**src/rtl/sys_rst_gen.sv**
```systemverilog
// sys_rst_gen: power-on/soft/watchdog reset sequencer (watchdog enabled by defining SYS_RST_WDT_EN)
module sys_rst_gen #(
  parameter int SYNC_STAGES = 2,
  parameter int STRETCH_CYC = 16,
  parameter int CPU_DELAY   = 4,
  parameter int WDT_CYC     = 1024
) (
  input  logic       clk_init,
  input  logic       rst_init,
  input  logic       soft_rst_req,
  input  logic       wdt_kick,
  output logic       periph_rst_n,
  output logic       cpu_rst_n,
  output logic       rst_done,
  output logic [1:0] rst_cause
);
  localparam int CMAX = (STRETCH_CYC > CPU_DELAY) ? STRETCH_CYC : CPU_DELAY;
  localparam int CW = (CMAX > 1) ? $clog2(CMAX) : 1;
  localparam logic [CW-1:0] S_LAST = CW'(STRETCH_CYC - 1);
  localparam logic [CW-1:0] P_LAST = CW'(CPU_DELAY - 1);

  typedef enum logic [2:0] {HOLD, SYNC, STRETCH, PERIPH, RUN} state_t;

  state_t                 state, state_nx;
  logic [CW-1:0]          cnt, cnt_nx;
  logic [SYNC_STAGES-1:0] sync;
  logic                   soft_prev, soft_edge, wdt_expire;
  logic                   periph_nx, cpu_nx, done_nx;
  logic [1:0]             cause_nx;

  assign soft_edge = soft_rst_req & ~soft_prev;

`ifdef SYS_RST_WDT_EN
  localparam int WW = (WDT_CYC > 2) ? $clog2(WDT_CYC) : 1;
  logic [WW-1:0] wdt_cnt;
  assign wdt_expire = (state == RUN) && !wdt_kick && (wdt_cnt == WW'(WDT_CYC - 1));
  // watchdog counts unkicked RUN cycles and restarts on any exit from RUN
  always_ff @(posedge clk_init or negedge rst_init)
    if (!rst_init) wdt_cnt <= '0;
    else wdt_cnt <= (state != RUN || wdt_kick || wdt_expire || soft_edge) ? '0 : wdt_cnt + 1'b1;
`else
  logic unused_wdt;
  assign wdt_expire = 1'b0;
  assign unused_wdt = wdt_kick & (WDT_CYC >= 2);
`endif

  // release of rst_init reaches the FSM only through this chain
  always_ff @(posedge clk_init or negedge rst_init)
    if (!rst_init) sync <= '0;
    else sync <= {sync[SYNC_STAGES-2:0], 1'b1};

  // previous soft request; resets high so a request held through reset is not an edge
  always_ff @(posedge clk_init or negedge rst_init)
    if (!rst_init) soft_prev <= 1'b1;
    else soft_prev <= soft_rst_req;

  // next-state and next-output logic; outputs hold unless a transition changes them
  always_comb begin
    state_nx  = state;
    cnt_nx    = cnt;
    periph_nx = periph_rst_n;
    cpu_nx    = cpu_rst_n;
    done_nx   = rst_done;
    cause_nx  = rst_cause;
    case (state)
      HOLD: state_nx = SYNC;
      SYNC:
        if (sync[SYNC_STAGES-1]) begin
          state_nx  = (STRETCH_CYC == 1) ? PERIPH : STRETCH;
          periph_nx = (STRETCH_CYC == 1);
          cnt_nx    = (STRETCH_CYC == 1) ? '0 : CW'(1);
        end
      STRETCH:
        if (cnt == S_LAST) begin
          state_nx  = PERIPH;
          periph_nx = 1'b1;
          cnt_nx    = '0;
        end else cnt_nx = cnt + 1'b1;
      PERIPH:
        if (cnt == P_LAST) begin
          state_nx = RUN;
          cpu_nx   = 1'b1;
          done_nx  = 1'b1;
          cnt_nx   = '0;
        end else cnt_nx = cnt + 1'b1;
      RUN:
        if (soft_edge || wdt_expire) begin
          state_nx  = STRETCH;
          periph_nx = 1'b0;
          cpu_nx    = 1'b0;
          done_nx   = 1'b0;
          cause_nx  = soft_edge ? 2'b01 : 2'b10;
          cnt_nx    = '0;
        end
      default: state_nx = HOLD;
    endcase
  end

  // state, counter and all outputs registered so nothing glitches
  always_ff @(posedge clk_init or negedge rst_init)
    if (!rst_init) begin
      state        <= HOLD;
      cnt          <= '0;
      periph_rst_n <= 1'b0;
      cpu_rst_n    <= 1'b0;
      rst_done     <= 1'b0;
      rst_cause    <= 2'b00;
    end else begin
      state        <= state_nx;
      cnt          <= cnt_nx;
      periph_rst_n <= periph_nx;
      cpu_rst_n    <= cpu_nx;
      rst_done     <= done_nx;
      rst_cause    <= cause_nx;
    end
endmodule

```
**config.mk**
```make
export PLATFORM = sky130hd
export DESIGN_NAME = sys_rst_gen
export DESIGN_NICKNAME = d
export VERILOG_FILES = /design/src/rtl/sys_rst_gen.sv
export SDC_FILE = /design/constraint.sdc
export NUM_CORES = 1
export LEC_CHECK = 0
export ABC_AREA = 1
export BUFFER_PORTS_ARGS = -buffer_cell sky130_fd_sc_hd__buf_2
export CAP_MARGIN = 0
export CORE_MARGIN = 8
export CORE_UTILIZATION = 45
export CTS_CLUSTER_DIAMETER = 100
export DETAILED_ROUTE_END_ITERATION = 8
export GPL_TIMING_DRIVEN = 1
export PLACE_DENSITY = 0.72
export SYNTH_ARGS = -nofsm -noshare
export SYNTH_HDL_FRONTEND = slang
export SYNTH_SLANG_ARGS = --single-unit
```
**constraint.sdc**
```tcl
create_clock -name clk_init -period 2.4 [get_ports clk_init]
set_input_delay 0.12 -clock clk_init [delete_from_list [all_inputs] [get_ports clk_init]]
set_output_delay 0.12 -clock clk_init [all_outputs]
set_load 0.01 [all_outputs]
```
==> results by group <==
Status
  – Run status: completed

Power and ir drop
  – Max IR drop VDD: 0.000565 V
  – PwrDens: 1260 mW/mm2
  – Seq pwr share: 0.389
  – Switching share of power: 0.457
  – Sw Pwr: 0.000446 W
  – Pleak: 0.433 nW
  – Power Internal: 0.000530 W
  – Clock group share of total power: 0.142
  – Combinational share of power: 0.469
  – Total power: 0.000976 W

CTS
  – H-tree Lvls: 1
  – CTS tree: built
  – Root Buffer: clkbuf_4
  – Clk_lat worst skew: 280 ps
  – Clk sink count: 13
  – Max clock buf depth: 2
  – Clock transition at path regs: 80 ps
  – Num CTS Buffers: 3
  – CTS resizes: 0

Critical path
  – Critical Path Start: cnt[0]$_DFFE_PN0P_
  – Cell mode on critical path: nand2_1
  – Critical Path, Cell by Cell: ha_1 > nand3_1 > inv_1 > nand2_1 > nand2_1 > nand2_1 > nand2_1 > nand2_1
  – CP max-delay cell: dfrtp_1
  – CP top delay family: simple AND/OR/NAND/NOR gates
  – FF-to-FF path depth: 8
  – Peak fanout along the critical path: 5
  – Startpoint class of the critical path: flip-flop
  – CP Buf/Inv Count: 1
  – Worst R2R End: periph_rst_n$_DFFE_PN0P_
  – Reg2Reg Setup Slack: 1090 ps
  – Critical path arrival: 1490 ps
  – Worst Setup EP: periph_rst_n$_DFFE_PN0P_
  – Reg2reg start: cnt[0]$_DFFE_PN0P_
  – CP max stage delay: 410 ps
  – Critical path required time: 2580 ps
  – Critical path class: flip-flop to flip-flop
  – Stages on worst setup path: 8
  – Critical Path Sink Type: flip-flop

Routing
  – DR top layer: met4
  – DRT met1 WL: 599 um
  – WL final: 1280 um
  – Drt via density: 4.83
  – Routed WL per cell: 10.8 um
  – Initial DRC count: 9
  – Via count: 575
  – Final ANT Viol Nets: 0
  – Drt first pass iters: 4
  – Met3 wire len: 33 um
  – WL met2: 623 um
  – Remaining DRCs: 0

Global route
  – Initial antenna violation count: 0
  – Global-route wire length before repair: 2380 um
  – GRT Total Usage: 0.0916
  – Largest net degree at the start of global routing: 14
  – Vias in the first global route: 559
  – Remaining global-route overflow: 0

Final layout
  – FF+latch area: 327 um2
  – Area growth syn-to-layout: 11.9%
  – Multi-input logic area: 308 um2
  – Most common cell after layout, fill and taps aside: nand2_1
  – Layout cell share with drive strength beyond 1: 0.214
  – Nets: 109
  – N_diodes: 0
  – # fillers: 146
  – Most frequent cells in the layout: 28 x nand2_1, 12 x nand3_1, 12 x dfrtp_1

Floorplan
  – Core Region: 0.00147 mm2
  – Top Ports: 9
  – Rows: 14
  – Full die area: 0.00306 mm2
  – Die X: 55.3 um
  – Die Span Y: 55.3 um
  – Initial Utilization: 0.472

Place
  – Routability Congestion: 0.842
  – I/O Buffers: 6
  – Post-DP HPWL: 938 um

Yosys
  – Yosys warnings: 0
  – Number of synthesized register bits: 13
  – Cells after synthesis: 93
  – Netlist Area Pre-Place: 694 um2
  – Avg Cell Area, Syn: 7.47 um2
  – Sequential area share after synthesis: 0.470
  – Synth unique cells: 18
  – Syn Nets: 98

STA
  – Max-slew violations: 0
  – Setup violations, final: 0
  – Unrepaired setup endpoints after global routing: no
  – Fmax: 763 MHz
  – Final Hold Vio Count: 0
  – Clk_skew: 0.439 ps
  – Tmin final: 1310 ps
  – Final cycle utilization of the critical path: 0.546
  – Final TNS setup: 0 ps

Hold path
  – Min-Delay Path Class: input port to async pin

Flow run
  – Max-Cap Viols: 0
==> stage by stage <==
step                       util  area (um2)  hold slack (ps)  setup WS [ps]  cells
final                     0.528         777              251           1090    119
after global routing      0.528         777              296            941    119
after CTS                 0.528         777              254           1090    119
after detailed placement  0.496         729             19.4           1140    113
after global placement    0.496         729             18.9           1150    113
after floorplan               -         694             -176           1240     93
==> logic make-up (layout without fill, tap and decap cells) <==
kind of cell | count (synthesis) | count (layout) | share of synthesized area
xor+xnor | 1 | 1 | 0.0126
other cells | 2 | 2 | 0.0108
flops | 13 | 13 | 0.470
compound gates | 3 | 3 | 0.0252
buf+inv | 14 | 24 | 0.0865
simple gates | 59 | 59 | 0.377
fa+ha+maj | 1 | 1 | 0.0180
==> how the worst min path moves through the flow <==
stage	end	slack, ps	cells past startpoint
finish	rst_cause[0]$_DFFE_PN0P_	250	2
detailed placement	sync[0]$_DFF_PN0_	20	1
global route	cnt[0]$_DFFE_PN0P_	300	2
CTS	sync[0]$_DFF_PN0_	250	2
global placement	sync[1]$_DFF_PN0_	20	1
floorplan	cnt[0]$_DFFE_PN0P_	-180	0
==> flip-flops by register name (all words and copies together) (netlist names) <==
| signal | count |
|---|---|
| rst_cause | 1 |
| state | 3 |
| periph_rst_n | 1 |
| cnt | 4 |
| soft_prev | 1 |
| rst_done | 1 |
| sync | 2 |
==> layer usage <==
metal | global-route usage | up-vias
met3 | 0.0251 | 3
met1 | 0.109 | 257
met5 | 0 | -
li1 | - | 306
met2 | 0.143 | 9
met4 | 0.0528 | 0
==> what timing repair did <==
action,CTS,global route
hold buffers,2,0
buffers inserted,0,0
endpoints found under the hold margin,14,0
==> cells in the mapped netlist <==
library cell,n,share of area
clkinv_1,1,0.0054
nand2_1,28,0.15
nor2_1,9,0.049
inv_1,9,0.049
nand3_1,12,0.086
dfstp_2,1,0.038
conb_1,2,0.011
nand2_2,6,0.054
xor2_1,1,0.013
o21ai_0,1,0.0072
o21ai_1,1,0.0072
nor2_2,3,0.027
dfrtp_1,12,0.43
nand4_1,1,0.0090
o21bai_1,1,0.011
inv_2,2,0.011
buf_4,2,0.022
ha_1,1,0.018
==> final cells by class <==
cell class	instances	share of cell area
flip-flops and latches	13	0.420
multi-input cells	66	0.396
repair buffers	8	0.0644
inverters	12	0.0580
clock buffers	3	0.0290
well taps	16	0.0258
clock inverters	1	0.00644
==> power groups by stage <==
stage	clock [W]	combinational, W	sequential [W]
finish	0.000138	0.000458	0.000380
global route	0.000151	0.000535	0.000400
CTS	0.000144	0.000464	0.000378
detailed placement	0	0.000458	0.000380
global placement	0	0.000446	0.000376
floorplan	0	0.000366	0.000374
Power figures use the tool's default switching activity.
